[config.mk]
export PLATFORM = sky130hd
export DESIGN_NAME = debug_uart_tx_arbiter
export DESIGN_NICKNAME = d
export VERILOG_FILES = /design/src/rtl/debug_uart_tx_arbiter.sv
export SDC_FILE = /design/constraint.sdc
export NUM_CORES = 1
export LEC_CHECK = 0
export ABC_AREA = 1
export ABC_CLOCK_PERIOD_IN_PS = 1700
export BUFFER_PORTS_ARGS = -buffer_cell sky130_fd_sc_hd__buf_2
export CAP_MARGIN = 15
export CORE_MARGIN = 2
export CORE_UTILIZATION = 25
export DETAILED_ROUTE_END_ITERATION = 6
export HOLD_SLACK_MARGIN = 0.05
export SLEW_MARGIN = 20
export SYNTH_ARGS = -nofsm -noshare
export SYNTH_HDL_FRONTEND = slang
export SYNTH_SLANG_ARGS = --single-unit
[constraint.sdc]
create_clock -name clk -period 1.7 [get_ports clk]
set_input_delay 0.17 -clock clk [delete_from_list [all_inputs] [get_ports clk]]
set_output_delay 0.17 -clock clk [all_outputs]
set_load 0.05 [all_outputs]
[src/rtl/debug_uart_tx_arbiter.sv]
// -----------------------------------------------------------------------------
// debug_uart_tx_arbiter
//
// Shares one debug UART transmitter between two byte-stream requesters.
// A requester that wins arbitration keeps the UART for its whole frame
// (up to and including the byte flagged *_last). Bytes are handed to the
// UART one at a time: load SBUF, pulse start, wait for the done pulse.
// When both requesters are waiting, a round-robin pointer decides who
// goes next. A stalled requester or a silent UART aborts the frame after
// TIMEOUT_CYCLES. An optional idle gap can follow every completed frame.
//
// Parameters
//   DATA_WIDTH      byte width of requester data and UART SBUF
//   TIMEOUT_CYCLES  max cycles spent stalled in SEND or WAIT before abort
//   GAP_CYCLES      idle cycles inserted after each completed frame
//
// Ports
//   clk                       sole clock, rising edge
//   reset                     asynchronous active-high reset
//   sync_reset                synchronous reset, same effect at next edge
//   req0_/req1_valid/data/last  requester byte streams
//   req0_/req1_ack            one-cycle pop of the presented byte
//   uart_tx_start             one-cycle start pulse to the UART
//   uart_sbuf                 byte presented to the UART
//   uart_tx_done              one-cycle completion pulse from the UART
//   grant                     one-hot owner, 2'b00 when idle
//   busy                      high whenever not IDLE
//   timeout_pulse             one-cycle pulse when a frame is aborted
// -----------------------------------------------------------------------------
module debug_uart_tx_arbiter #(
  parameter int DATA_WIDTH     = 8,
  parameter int TIMEOUT_CYCLES = 20000,
  parameter int GAP_CYCLES     = 0
) (
  input  logic                  clk,
  input  logic                  reset,
  input  logic                  sync_reset,
  input  logic                  req0_valid,
  input  logic [DATA_WIDTH-1:0] req0_data,
  input  logic                  req0_last,
  output logic                  req0_ack,
  input  logic                  req1_valid,
  input  logic [DATA_WIDTH-1:0] req1_data,
  input  logic                  req1_last,
  output logic                  req1_ack,
  output logic                  uart_tx_start,
  output logic [DATA_WIDTH-1:0] uart_sbuf,
  input  logic                  uart_tx_done,
  output logic [1:0]            grant,
  output logic                  busy,
  output logic                  timeout_pulse
);

  localparam int TMO_W = $clog2(TIMEOUT_CYCLES + 1);
  localparam int GAP_W = (GAP_CYCLES > 0) ? $clog2(GAP_CYCLES + 1) : 1;
  localparam logic [TMO_W-1:0] TMO_LAST = TMO_W'(TIMEOUT_CYCLES - 1);
  localparam logic [GAP_W-1:0] GAP_LAST = GAP_W'((GAP_CYCLES > 0) ? GAP_CYCLES - 1 : 0);

  typedef enum logic [1:0] {
    ST_IDLE = 2'd0,
    ST_SEND = 2'd1,
    ST_WAIT = 2'd2,
    ST_GAP  = 2'd3
  } state_t;

  state_t                  state_reg;
  logic [1:0]              grant_reg;
  logic                    rr_ptr_reg;
  logic [DATA_WIDTH-1:0]   sbuf_reg;
  logic                    tx_start_reg;
  logic                    last_reg;
  logic                    timeout_pulse_reg;
  logic [TMO_W-1:0]        tmo_cnt_reg;
  logic [GAP_W-1:0]        gap_cnt_reg;

  logic [1:0]              valid_vec;
  logic [1:0]              ack_vec;
  logic                    owner_idx;
  logic                    owner_valid;
  logic                    owner_last;
  logic [DATA_WIDTH-1:0]   owner_data;
  logic                    pick_idx;
  logic                    tmo_terminal;
  logic [TMO_W-1:0]        tmo_cnt_next;

  assign valid_vec = {req1_valid, req0_valid};

  // grant is one-hot, so its upper bit alone identifies the owner
  assign owner_idx   = grant_reg[1];
  assign owner_valid = owner_idx ? req1_valid : req0_valid;
  assign owner_last  = owner_idx ? req1_last  : req0_last;
  assign owner_data  = owner_idx ? req1_data  : req0_data;

  // Lone requester wins outright; a tie goes to the round-robin pointer
  assign pick_idx = (req0_valid && req1_valid) ? rr_ptr_reg : req1_valid;

  assign tmo_terminal = (tmo_cnt_reg == TMO_LAST);
  assign tmo_cnt_next = (tmo_cnt_reg < TMO_LAST) ? tmo_cnt_reg + 1'b1 : tmo_cnt_reg;

  // Ack is combinational so the requester pops in the same cycle the byte
  // is captured into SBUF. A pending synchronous reset suppresses it, since
  // that edge discards the byte instead of loading it.
  generate
    for (genvar gi = 0; gi < 2; gi++) begin : g_ack
      assign ack_vec[gi] = (state_reg == ST_SEND) && grant_reg[gi] &&
                           valid_vec[gi] && !sync_reset;
    end
  endgenerate

  always_ff @(posedge clk or posedge reset) begin
    if (reset) begin
      state_reg         <= ST_IDLE;
      grant_reg         <= 2'b00;
      rr_ptr_reg        <= 1'b0;
      sbuf_reg          <= '0;
      tx_start_reg      <= 1'b0;
      last_reg          <= 1'b0;
      timeout_pulse_reg <= 1'b0;
      tmo_cnt_reg       <= '0;
      gap_cnt_reg       <= '0;
    end else if (sync_reset) begin
      state_reg         <= ST_IDLE;
      grant_reg         <= 2'b00;
      rr_ptr_reg        <= 1'b0;
      sbuf_reg          <= '0;
      tx_start_reg      <= 1'b0;
      last_reg          <= 1'b0;
      timeout_pulse_reg <= 1'b0;
      tmo_cnt_reg       <= '0;
      gap_cnt_reg       <= '0;
    end else begin
      tx_start_reg      <= 1'b0;
      timeout_pulse_reg <= 1'b0;
      case (state_reg)
        ST_IDLE: begin
          if (|valid_vec) begin
            grant_reg   <= pick_idx ? 2'b10 : 2'b01;
            tmo_cnt_reg <= '0;
            state_reg   <= ST_SEND;
          end
        end

        ST_SEND: begin
          if (owner_valid) begin
            sbuf_reg     <= owner_data;
            tx_start_reg <= 1'b1;
            last_reg     <= owner_last;
            tmo_cnt_reg  <= '0;
            state_reg    <= ST_WAIT;
          end else if (tmo_terminal) begin
            // Owner stalled mid-frame: give the UART up
            timeout_pulse_reg <= 1'b1;
            grant_reg         <= 2'b00;
            rr_ptr_reg        <= ~owner_idx;
            tmo_cnt_reg       <= '0;
            state_reg         <= ST_IDLE;
          end else begin
            tmo_cnt_reg <= tmo_cnt_next;
          end
        end

        ST_WAIT: begin
          // done is tested before the terminal count, so a done arriving on
          // the terminal cycle still completes the byte normally
          if (uart_tx_done) begin
            tmo_cnt_reg <= '0;
            if (last_reg) begin
              grant_reg   <= 2'b00;
              rr_ptr_reg  <= ~owner_idx;
              gap_cnt_reg <= '0;
              state_reg   <= (GAP_CYCLES > 0) ? ST_GAP : ST_IDLE;
            end else begin
              state_reg <= ST_SEND;
            end
          end else if (tmo_terminal) begin
            timeout_pulse_reg <= 1'b1;
            grant_reg         <= 2'b00;
            rr_ptr_reg        <= ~owner_idx;
            tmo_cnt_reg       <= '0;
            state_reg         <= ST_IDLE;
          end else begin
            tmo_cnt_reg <= tmo_cnt_next;
          end
        end

        ST_GAP: begin
          if (gap_cnt_reg == GAP_LAST) begin
            gap_cnt_reg <= '0;
            state_reg   <= ST_IDLE;
          end else begin
            gap_cnt_reg <= gap_cnt_reg + 1'b1;
          end
        end

        default: state_reg <= ST_IDLE;
      endcase
    end
  end

  assign req0_ack      = ack_vec[0];
  assign req1_ack      = ack_vec[1];
  assign uart_tx_start = tx_start_reg;
  assign uart_sbuf     = sbuf_reg;
  assign grant         = grant_reg;
  assign busy          = (state_reg != ST_IDLE);
  assign timeout_pulse = timeout_pulse_reg;

endmodule

==> results.py <==
metrics = {
    "run_status": {
        "status": "complete, no violations",
    },
    "critical_path": {
        "crit_path_start": "state_reg[1]$_DFFE_PP0P_",
        "cp.arrival_ps": 1860,
        "crit_path_end_kind": "register",
        "crit-reg2reg-launch": "state_reg[1]$_DFFE_PP0P_",
        "ff2ff_path_depth": 10,
        "critPathKind": "reg2reg",
        "rrSetupSlack_ps": 20,
        "worstSetupStartpointType": "register",
        "critical_path.max_fanout": 6,
        "critical_path_required_ps": 1880,
        "r2r_end": "tmo_cnt_reg[2]$_DFFE_PP0P_",
    },
    "sta": {
        "max_freq_mhz": 596,
        "rsz0062_at_grt": "yes",
        "final.setup.tns_ps": 0,
        "fin_crit_ps": 1680,
        "slew_violations": 0,
        "finalCritPeriodShare_pct": 98.7,
        "fin_hold_ws_ps": 170,
        "worst_slack_ps": 22.8,
        "hold_viol": 0,
        "maxSlewHeadroom_pct": 72.0,
        "setup_violations": 0,
        "tightest_slew_ps": 420,
        "skew_ps": 12.2,
    },
    "clock_network": {
        "htreeDepth": 2,
        "clock_latency_ps": 290,
        "root_buffer": "clkbuf_8",
        "path_clk_slew_ps": 70,
        "cts_max_path_buffers": 2,
        "cts_tree": "yes",
        "numClockSinks": 31,
        "numCtsBuffers": 5,
    },
    "detailed_routing": {
        "vias": 1930,
        "drt_first_pass_iters": 4,
        "postRouteAntennaNets": 0,
        "wl_mm": 5.27,
        "vias_per_cell": 4.44,
        "wl_per_cell_um": 12.1,
        "drt-initial-drc-count": 92,
        "drc": 0,
    },
    "pwr": {
        "leakage_nw": 1.38,
        "clkPwrFrac_pct": 29.3,
        "switchingPower_mw": 0.840,
        "pwr-share-seq_pct": 36.2,
        "ir_drop_uv": 495,
        "combinationalPowerShare_pct": 34.5,
        "p_total_mw": 2.27,
        "power.density_mw_per_mm2": 799,
        "switching_share_pct": 36.9,
        "internal_power_mw": 1.43,
    },
    "logic_synthesis": {
        "synth-seq-cells": 31,
        "avgSynthCellArea_um2": 7.91,
        "synth_warnings": 0,
        "synth_edf_count": 0,
        "ys.flop_type": "dfrtp_1",
        "synth-seq-area-share_pct": 37.6,
        "netlist_area_mm2": 0.00206,
        "async_flop_share_pct": 100,
        "synth_cell_types": 32,
        "synth_cells": 261,
        "syn-num-nets": 289,
    },
    "die": {
        "core_area_mm2": 0.00809,
        "die_h_um": 94.8,
        "start_util_pct": 25.5,
        "fp.dieW_um": 94.8,
        "io-pin-count": 39,
        "dieArea_mm2": 0.00900,
        "row_count": 33,
    },
    "layout": {
        "drive_above_1_share_pct": 47.0,
        "largest_reg_flops": 15,
        "nNetsFinal": 357,
        "post-route-util_pct": 35.2,
        "multi_input_area_mm2": 0.00128,
        "ff_latch_area_um2": 777,
        "n_fill_cell": 843,
        "antennaDiodeCount": 0,
        "syn2layout_area_growth_pct": 37.9,
    },
    "placement": {
        "hpwl_mm": 3.54,
        "place_congestion": 0.847,
        "dp_slack_ps": -40.1,
        "port_buffers": 38,
    },
    "grt": {
        "grt_pass1_wl_mm": 8.14,
        "grt_max_degree": 32,
        "antenna_found_initial": 0,
        "grt_usage_pct": 11.5,
        "grt_pass1_vias": 1811,
        "grt_overflow": 0,
    },
    "worst_hold_path": {
        "hold_depth": 3,
        "hold_end": "uart_sbuf[5]$_DFFE_PP0P_",
        "hold_start": "req0_data[5]",
        "hold_path_class": "in2reg",
    },
    "run": {
        "drv_cap": 0,
    },
}
==> metal layers <==
metal | track usage [%] | vias to the layer above | wire length, um
met5 | 0 | - | 0
li1 | - | 979 | -
met4 | 4.95 | 0 | 121
met3 | 2.00 | 9 | 136
met2 | 19.4 | 33 | 2650
met1 | 14.4 | 909 | 2360
==> placed cells by master (no fill, tap or decap), types with 7 or more instances in the layout <==
master	n
buf_2	36
buf_4	23
clkbuf_8	7
dfrtp_1	30
inv_1	20
inv_2	9
mux2i_1	9
nand2_1	41
nand2_2	17
nand3_1	22
nor2_1	22
nor2_2	18
o21ai_0	14
==> kinds of logic (layout without fill, tap and decap cells) <==
family	Yosys count	count (layout)	synth area share (%)
AOI/OAI and AO/OA	28	28	7.76
DFF	31	31	37.6
buffers and inverters	40	105	9.22
and+or+nand+nor	149	153	38.6
muxes	9	9	4.37
adders and majority gates	4	4	2.43
==> cell type report <==
class / instances / area share [%]
multi-input cells: 194 / 45.0
flip-flops and latches: 31 / 27.3
repair buffers: 66 / 15.1
well taps: 105 / 4.62
inverters: 31 / 4.31
clock buffers: 7 / 3.39
clock inverters: 1 / 0.264
==> stage by stage <==
| stage | instance area [um^2] | instances |
|---|---|---|
| 3_5_place_dp | 2460 | 409 |
| 2_1_floorplan | 2100 | 261 |
| 5_1_grt | 2850 | 435 |
| 4_1_cts | 2640 | 422 |
| 6_report | 2850 | 435 |
| 3_3_place_gp | 2460 | 409 |
==> power groups by stage <==
stage               Sequential, mW  Clock [mW]  Combinational (mW)
finish                       0.824       0.665               0.786
global route                 0.831       0.709               0.854
CTS                          0.826       0.678               0.687
detailed placement           0.837           0               0.643
global placement             0.834           0               0.639
floorplan                    0.941           0               0.392
==> Yosys cell counts (3+ instances only) <==
cell	instances	area share, %
nor3_1	6	1.5
nor2_1	28	5.1
nand3_1	23	5.6
ha_1	4	2.4
o21ai_0	16	3.9
dfrtp_1	31	38
inv_1	25	4.5
a21oi_1	4	0.97
nand3_2	5	2.4
a21oi_2	3	1.3
nand2_2	15	4.5
inv_2	6	1.1
nand2_1	45	8.2
nand2_4	3	1.6
mux2i_1	9	4.4
nor2_2	13	3.9
nand4_1	3	0.91
==> worst max path at each step <==
stage | to | slack [ps]
final | tmo_cnt_reg[2]$_DFFE_PP0P_ | 20
after global routing | tmo_cnt_reg[2]$_DFFE_PP0P_ | -60
after CTS | req1_ack | -10
after detailed placement | tmo_cnt_reg[2]$_DFFE_PP0P_ | -40
after global placement | tmo_cnt_reg[2]$_DFFE_PP0P_ | 40
after floorplan | tmo_cnt_reg[9]$_DFFE_PP0P_ | -50
==> repair_timing <==
action,4_1_cts,5_1_grt
endpoints found under the setup margin,6,22
pin swaps,1,19
cloned,1,3
buffers inserted,3,10
resized for setup,8,28
hold endpoints to repair,31,0
hold buffers,1,0
==> critical path, stage by stage, from the launching register on <==
cell and delay, ps:
dfrtp_1 390, inv_2 90, ha_4 170, buf_6 110, nor3_4 190, nand2_2 120, nand2_8 140, nor2_4 80
buf_6 110, a21oi_2 120, nor2_1 50
No activity file was read; power rests on OpenSTA's default activity.
